$ cat src/rtl/aes_sbox_scheduler_if.sv
// aes_sbox_scheduler_if: state/key job handshakes and shared S-box word bus of aes_sbox_scheduler
interface aes_sbox_scheduler_if;
  logic st_valid, st_ready, st_done, kw_valid, kw_ready, kw_done, busy;
  logic [0:127] st_data, st_out;
  logic [0:31] kw_data, kw_out, sb_in, sb_out;
  modport slave (
    input st_valid, st_data, kw_valid, kw_data, sb_out,
    output st_ready, st_done, st_out, kw_ready, kw_done, kw_out, sb_in, busy
  );
  modport master (
    output st_valid, st_data, kw_valid, kw_data, sb_out,
    input st_ready, st_done, st_out, kw_ready, kw_done, kw_out, sb_in, busy
  );
endinterface

$ cat src/rtl/aes_sbox_scheduler.sv
// aes_sbox_scheduler: time-shares one 32-bit S-box word unit between 4-pass SubBytes and 1-pass SubWord jobs.
// Define AES_SBOX_SCHED_RR_EN for round-robin arbitration; otherwise key wins every tie.
module aes_sbox_scheduler (
  input logic clk,
  input logic rst_n,
  aes_sbox_scheduler_if.slave bus
);
  typedef enum logic [1:0] {IDLE, ST_PASS, KW_PASS} state_t;
  state_t state, state_nx;
  logic [1:0] cnt;
  logic [0:127] st_buf, res;
  logic [0:31] kw_buf;
  logic st_grant, st_acc, kw_acc, last_pass;
`ifdef AES_SBOX_SCHED_RR_EN
  logic last_st;
  always_ff @(posedge clk or negedge rst_n)
    if (!rst_n) last_st <= 1'b0;
    else if (st_acc || kw_acc) last_st <= st_acc;
  assign st_grant = bus.st_valid && (!bus.kw_valid || !last_st);
`else
  assign st_grant = bus.st_valid && !bus.kw_valid;
`endif
  assign bus.st_ready = state == IDLE && st_grant;
  assign bus.kw_ready = state == IDLE && bus.kw_valid && !st_grant;
  assign st_acc = bus.st_valid && bus.st_ready;
  assign kw_acc = bus.kw_valid && bus.kw_ready;
  assign last_pass = state == ST_PASS && cnt == 2'd3;
  always_comb begin
    state_nx = state == IDLE ? (st_acc ? ST_PASS : kw_acc ? KW_PASS : IDLE) :
               state == ST_PASS && !last_pass ? ST_PASS : IDLE;
    bus.sb_in = state == ST_PASS ? st_buf[{cnt, 5'd0} +: 32] : state == KW_PASS ? kw_buf : '0;
  end
  always_ff @(posedge clk or negedge rst_n)
    if (!rst_n) begin
      state <= IDLE;
      cnt <= '0;
      st_buf <= '0;
      res <= '0;
      kw_buf <= '0;
      bus.st_out <= '0;
      bus.kw_out <= '0;
      bus.st_done <= 1'b0;
      bus.kw_done <= 1'b0;
      bus.busy <= 1'b0;
    end else begin
      state <= state_nx;
      bus.busy <= state_nx != IDLE;
      bus.st_done <= last_pass;
      bus.kw_done <= state == KW_PASS;
      if (st_acc) begin
        st_buf <= bus.st_data;
        cnt <= '0;
      end
      if (kw_acc) kw_buf <= bus.kw_data;
      if (state == ST_PASS) begin
        res[{cnt, 5'd0} +: 32] <= bus.sb_out;
        cnt <= cnt + 2'd1;
      end
      if (last_pass) bus.st_out <= {res[0:95], bus.sb_out};
      if (state == KW_PASS) bus.kw_out <= bus.sb_out;
    end
endmodule
$ cat src/flat_wrapper.sv
// flat-port wrapper written by rule: the top's interface ports become plain ports
module aes_sbox_scheduler_flat 
  (clk, rst_n, bus_st_valid, bus_st_data, bus_kw_valid, bus_kw_data, bus_sb_out, bus_st_ready, bus_st_done, bus_st_out, bus_kw_ready, bus_kw_done, bus_kw_out, bus_sb_in, bus_busy);
  aes_sbox_scheduler_if bus_i ();
  input logic clk;
  input logic rst_n;
  input wire logic [$bits(bus_i.st_valid)-1:0] bus_st_valid;
  input wire logic [$bits(bus_i.st_data)-1:0] bus_st_data;
  input wire logic [$bits(bus_i.kw_valid)-1:0] bus_kw_valid;
  input wire logic [$bits(bus_i.kw_data)-1:0] bus_kw_data;
  input wire logic [$bits(bus_i.sb_out)-1:0] bus_sb_out;
  output wire logic [$bits(bus_i.st_ready)-1:0] bus_st_ready;
  output wire logic [$bits(bus_i.st_done)-1:0] bus_st_done;
  output wire logic [$bits(bus_i.st_out)-1:0] bus_st_out;
  output wire logic [$bits(bus_i.kw_ready)-1:0] bus_kw_ready;
  output wire logic [$bits(bus_i.kw_done)-1:0] bus_kw_done;
  output wire logic [$bits(bus_i.kw_out)-1:0] bus_kw_out;
  output wire logic [$bits(bus_i.sb_in)-1:0] bus_sb_in;
  output wire logic [$bits(bus_i.busy)-1:0] bus_busy;
  assign bus_i.st_valid = bus_st_valid;
  assign bus_i.st_data = bus_st_data;
  assign bus_i.kw_valid = bus_kw_valid;
  assign bus_i.kw_data = bus_kw_data;
  assign bus_i.sb_out = bus_sb_out;
  assign bus_st_ready = bus_i.st_ready;
  assign bus_st_done = bus_i.st_done;
  assign bus_st_out = bus_i.st_out;
  assign bus_kw_ready = bus_i.kw_ready;
  assign bus_kw_done = bus_i.kw_done;
  assign bus_kw_out = bus_i.kw_out;
  assign bus_sb_in = bus_i.sb_in;
  assign bus_busy = bus_i.busy;
  aes_sbox_scheduler u_core (.clk(clk), .rst_n(rst_n), .bus(bus_i));
endmodule
$ cat config.mk
export PLATFORM = sky130hd
export DESIGN_NAME = aes_sbox_scheduler_flat
export DESIGN_NICKNAME = d
export VERILOG_FILES = /design/src/rtl/aes_sbox_scheduler_if.sv /design/src/rtl/aes_sbox_scheduler.sv /design/src/flat_wrapper.sv
export SDC_FILE = /design/constraint.sdc
export NUM_CORES = 1
export LEC_CHECK = 0
export CORE_UTILIZATION = 57
export CTS_CLUSTER_DIAMETER = 100
export DETAILED_ROUTE_END_ITERATION = 10
export DONT_BUFFER_PORTS = 1
export PLACE_DENSITY_LB_ADDON = 0.15
export SLEW_MARGIN = 20
export SYNTH_ARGS = -nofsm -noshare
export SYNTH_HDL_FRONTEND = slang
export SYNTH_SLANG_ARGS = --single-unit
$ cat constraint.sdc
create_clock -name clk -period 1.95 [get_ports clk]
set_input_delay 0.195 -clock clk [delete_from_list [all_inputs] [get_ports clk]]
set_output_delay 0.195 -clock clk [all_outputs]
set_load 0.1 [all_outputs]
# Word-level counts from Yosys, hierarchy flattened
# Cells that the tools add are included.
# W data, S select, Z words.
dict set report totals {
  elab_cells 42
  in_bits 196
  register_bits 455
  output_inout_bits 197
}
dict set report classes {
  n_addsub 2
  bitwise_logic 1
  shift 3
  mux 9
  n_reduce_logical 14
  eq_ne 3
}
# op count
set op_table {}
lappend op_table {{$shift A129 B9 Y128 const A} 1}
lappend op_table {{$shiftx A128 B8 Y129} 1}
lappend op_table {{$shiftx A129 B9 Y128} 1}
lappend op_table {{$bwmux W128} 1}
lappend op_table {{$mux W32} 2}
lappend op_table {{$mux W2} 5}
lappend op_table {{$neg A8 Y9} 1}
lappend op_table {{$logic_and A1 B1 Y1} 8}
lappend op_table {{$not A7 Y8} 1}
lappend op_table {{$eq A2 B2 Y1 const B} 2}
lappend op_table {{$reduce_bool A2 Y1} 2}
lappend op_table {{$logic_not A1 Y1} 3}
lappend op_table {{$add A2 B1 Y2 const B} 1}
lappend op_table {{$eq A2 B1 Y1 const B} 1}
lappend op_table {{$logic_not A2 Y1} 1}
lappend op_table {{$mux W1} 1}

# Longest topological paths before layout
dict set report depth {
  ltp_word 9
  mapped_depth 8
  ltp_nobuf 5
}

# Least setup slack after synthesis
# Ideal clock, no wire load.
dict set report synth_path {
  path_kind {register to output}
  from {register u_core.cnt[0]}
  to {output bus_sb_in[10]}
  path_slack_ns -0.196
  arrival_time_ns 1.951
  required_ns 1.755
  stages_incl_launch_ff 5
  n_path_buf 2
  cell_sequence {dfrtp_1 > buf_2 > buf_2 > mux4_2 > a22o_1}
}
dict set report synth_via {
  elab_chain_len 3
}
# item line
set synth_lines {}
lappend synth_lines {{from (decl)} aes_sbox_scheduler.sv:10} ;# logic [1:0] cnt;
lappend synth_lines {{from (signal assigned)} aes_sbox_scheduler.sv:57} ;# cnt <= cnt + 2'd1;
lappend synth_lines {{$not A7 Y8 (not written as such)} aes_sbox_scheduler.sv:31} ;# bus.sb_in = state == ST_PASS ? st_buf[{cnt, 5'd0} +: 32] : state == KW_PASS ? kw_buf : '0;
lappend synth_lines {{$shiftx A128 B8 Y129} aes_sbox_scheduler.sv:31}
lappend synth_lines {{$mux W32} aes_sbox_scheduler.sv:31}
lappend synth_lines {{to (decl)} flat_wrapper.sv:18} ;# output wire logic [$bits(bus_i.sb_in)-1:0] bus_sb_in;
# No other way between the ends.

# Worst setup path in the final report
dict set report layout_path {
  from {register u_core.cnt[0]}
  to {output bus_sb_in[8]}
}
# Same word-level chain as after synthesis.

==> metrics <==
status=complete, but fails checks; failing checks=hold timing, setup timing; Synth Area in Simple Gates=4.95%; sequential area share after synthesis=62.3%; area share of fa/ha/maj cells after synthesis=0.295%; Critical Path RT=1.75 ns; flop-to-flop setup slack=-0.01 ns; CTS clk-pin slew, worst paths=0.06 ns; max-cap viol count=0; skew final=0.0203 ns; Register Area=10,600 µm²; Final Hold Fails=423; vias per inst=5.76; Tmin final=2.42 ns; top-area cell type share of the netlist area=62.3%; Core Footprint=29,000 µm²; proportion of layout cells with a drive suffix above 1=38.9%; initial antenna violation count=7; post-synthesis compound-gate area fraction=4.64%; mux share of post-synthesis cell area=25.5%; detailed-route via count=11,700; Die Footprint=30,500 µm²; Post-DP HPWL=25.9 mm; RR Endpoint=u_core.st_buf[46]$_DFFE_PN0P_; xor and xnor area share after synthesis=0%; Yosys Warn Count=0; pin count of the biggest net entering global routing=424; Worst R2R Start=u_core.state[0]$_DFF_PN0_; Cell variety after synth=25; Final GP Congestion=0.756; Worst Max-Slew Pin Slew=0.727 ns; WL/cell=24.3 µm; total wire length=49.2 mm; clock buffer depth=3; crit end category=output pin; fin crit share=124%; dpl cell area=19,600 µm²; post-route cell area=23,600 µm²; chip width=175 µm; global-route wire length before repair=71.8 mm; gr ovfl total=0; CTS Sinks=423; 1st-pass router iterations=5; Iteration-0 DRC Markers=867; Die Y=175 µm; Syn Inst Count=1,203; critical path class=register to output pin; Worst Reg-to-Reg Cells=6; ANT nets after route=0; vias in the first global route=12,400; area growth from synthesis to layout=38.6%; crit start category=register; TritonCTS Buffers=44; largest family of logic cells by synthesized area=multiplexers; htree depth=2; Final nets=1,809; Hold Slack=-0.647 ns; FF+latch count, synth=423; Setup WS post-layout=-0.467 ns; cts hold-fix bufs=194; CTS tree=done; number of setup violations in the final report=34; Slew Limit Fails=0; DRC Markers=0; worst-skew pair later-pin latency=0.55 ns; Buffers on Ports=0; leading area contributor after synthesis=dfrtp_1; I/O pin cnt=393; Rows=62; FMAX=414 MHz; clock root buffer=clkbuf_16; crit path DAT=2.22 ns; Initial Util=58.5%; Max FO, Critical Path=6; Worst Hold Class=input pin to async pin; Multi-input gate area=6220 µm²; Rel. slew slack=51.5%; syn_nets=1,403; RSZ-0062 raised after global routing=true; Synth area leaders=dfrtp_1 62%, mux2_2 16%, mux2_1 5.1%, nand2_1 4.3%, mux4_2 4.2%; # fillers=1,527; Total GRT Usage=30.9%; synthesized area=17,000 µm²; average size of a mapped cell=14.1 µm²
[cells in the mapped netlist (all sizes together)]
cell	instances
nand3b	3
nor2b	4
clkbuf	32
mux4	32
nor2	1
nor3	1
nand2	194
a211oi	1
mux2	320
a22o	32
o21bai	1
or3	1
ha	4
buf	49
nor3b	2
o31ai	1
inv	3
nor4b	1
nand2b	1
dfrtp	423
o21ai	97
[metal layers]
metal	up-vias	track usage [%]	wire length, µm
li1	5043	-	-
met1	5925	38.4	18600
met2	574	51.5	24600
met3	143	8.03	3980
met4	4	12.9	2060
met5	-	0	27
[flip-flops by register name, summed over array words and instances, names as in the netlist]
signal	count
u_core.bus.st_done	1
u_core.bus.busy	1
u_core.bus.kw_done	1
u_core.st_buf	128
u_core.cnt	2
u_core.res	96
u_core.kw_buf	32
u_core.bus.kw_out	32
u_core.state	2
u_core.bus.st_out	128
[layout by cell type (no fill, tap or decap), types with 2 or more instances in the layout]
master / synthesis / routed
o21ai_0: 97 / 97
clkbuf_16: 0 / 52
buf_6: 0 / 3
bufinv_16: 0 / 3
dfrtp_1: 423 / 419
clkbuf_1: 32 / 9
nor2b_4: 0 / 4
buf_12: 0 / 56
mux2_2: 243 / 245
nand3b_1: 3 / 3
nand2_1: 194 / 193
buf_16: 0 / 3
clkbuf_8: 0 / 13
inv_1: 3 / 2
dfrtp_2: 0 / 4
dlygate4sd3_1: 0 / 194
mux2_1: 77 / 75
ha_1: 4 / 4
a22o_2: 0 / 15
clkinv_2: 0 / 3
a22o_4: 0 / 17
buf_4: 10 / 177
diode_2: 0 / 5
clkinvlp_4: 0 / 2
mux4_2: 32 / 32
bufbuf_16: 0 / 2
[worst max path at each step]
stage	depth (start not counted)	from	end	slack, ns
after CTS	5	u_core.cnt[0]$_DFFE_PN0P_	bus_sb_in[30]	-0.42
final	5	u_core.cnt[0]$_DFFE_PN0P_	bus_sb_in[8]	-0.47
after global routing	5	u_core.cnt[0]$_DFFE_PN0P_	bus_sb_in[8]	-0.51
after global placement	4	u_core.cnt[0]$_DFFE_PN0P_	bus_sb_in[30]	0.15
after floorplan	4	u_core.cnt[0]$_DFFE_PN0P_	bus_sb_in[23]	-0.04
after detailed placement	4	u_core.cnt[0]$_DFFE_PN0P_	bus_sb_in[30]	0.14
[critical path: stages (launching register included)]
cell and delay [ns]:
dfrtp_2 0.39, buf_12 0.15, buf_12 0.14, mux4_2 0.54
a22o_2 0.26, buf_12 0.17
[layout make-up]
| class | count | share of cell area, % |
|---|---|---|
| Multi-Input combinational cell | 696 | 26.4 |
| Inverter | 3 | 0.0478 |
| Clock buffer | 68 | 5.79 |
| Clock inverter | 10 | 0.627 |
| Sequential cell | 423 | 45.0 |
| Timing Repair Buffer | 441 | 20.1 |
| Tap cell | 384 | 2.04 |
| Antenna cell | 5 | 0.0531 |
[per-stage QoR]
step	std cells	hold WS [ns]	TNS, ns	utilization [%]	setup WS [ns]
after CTS	2016	-0.664	-11.92	80.1	-0.416
after global routing	2030	-0.668	-15.00	81.2	-0.511
after global placement	1731	-0.0889	0	67.5	0.149
final	2030	-0.647	-13.17	81.2	-0.467
after floorplan	1203	-0.101	-0.305	-	-0.0436
after detailed placement	1731	-0.0877	0	67.5	0.140
[logic make-up after synthesis]
| logic type | count (synthesis) |
|---|---|
| simple gates | 208 |
| buf+inv | 84 |
| fa+ha+maj | 4 |
| compound gates | 132 |
| flops | 423 |
| mux | 352 |
[timing repair]
item	4_1_cts	5_1_grt
endpoints found under the setup margin	34	172
setup buffers	11	3
cloned	3	6
pin swaps	2	3
hold endpoints to repair	745	423
resized for setup	11	21
Power is not shown: default switching activity piles up to over one toggle a cycle in this logic, so the estimate is an artifact.
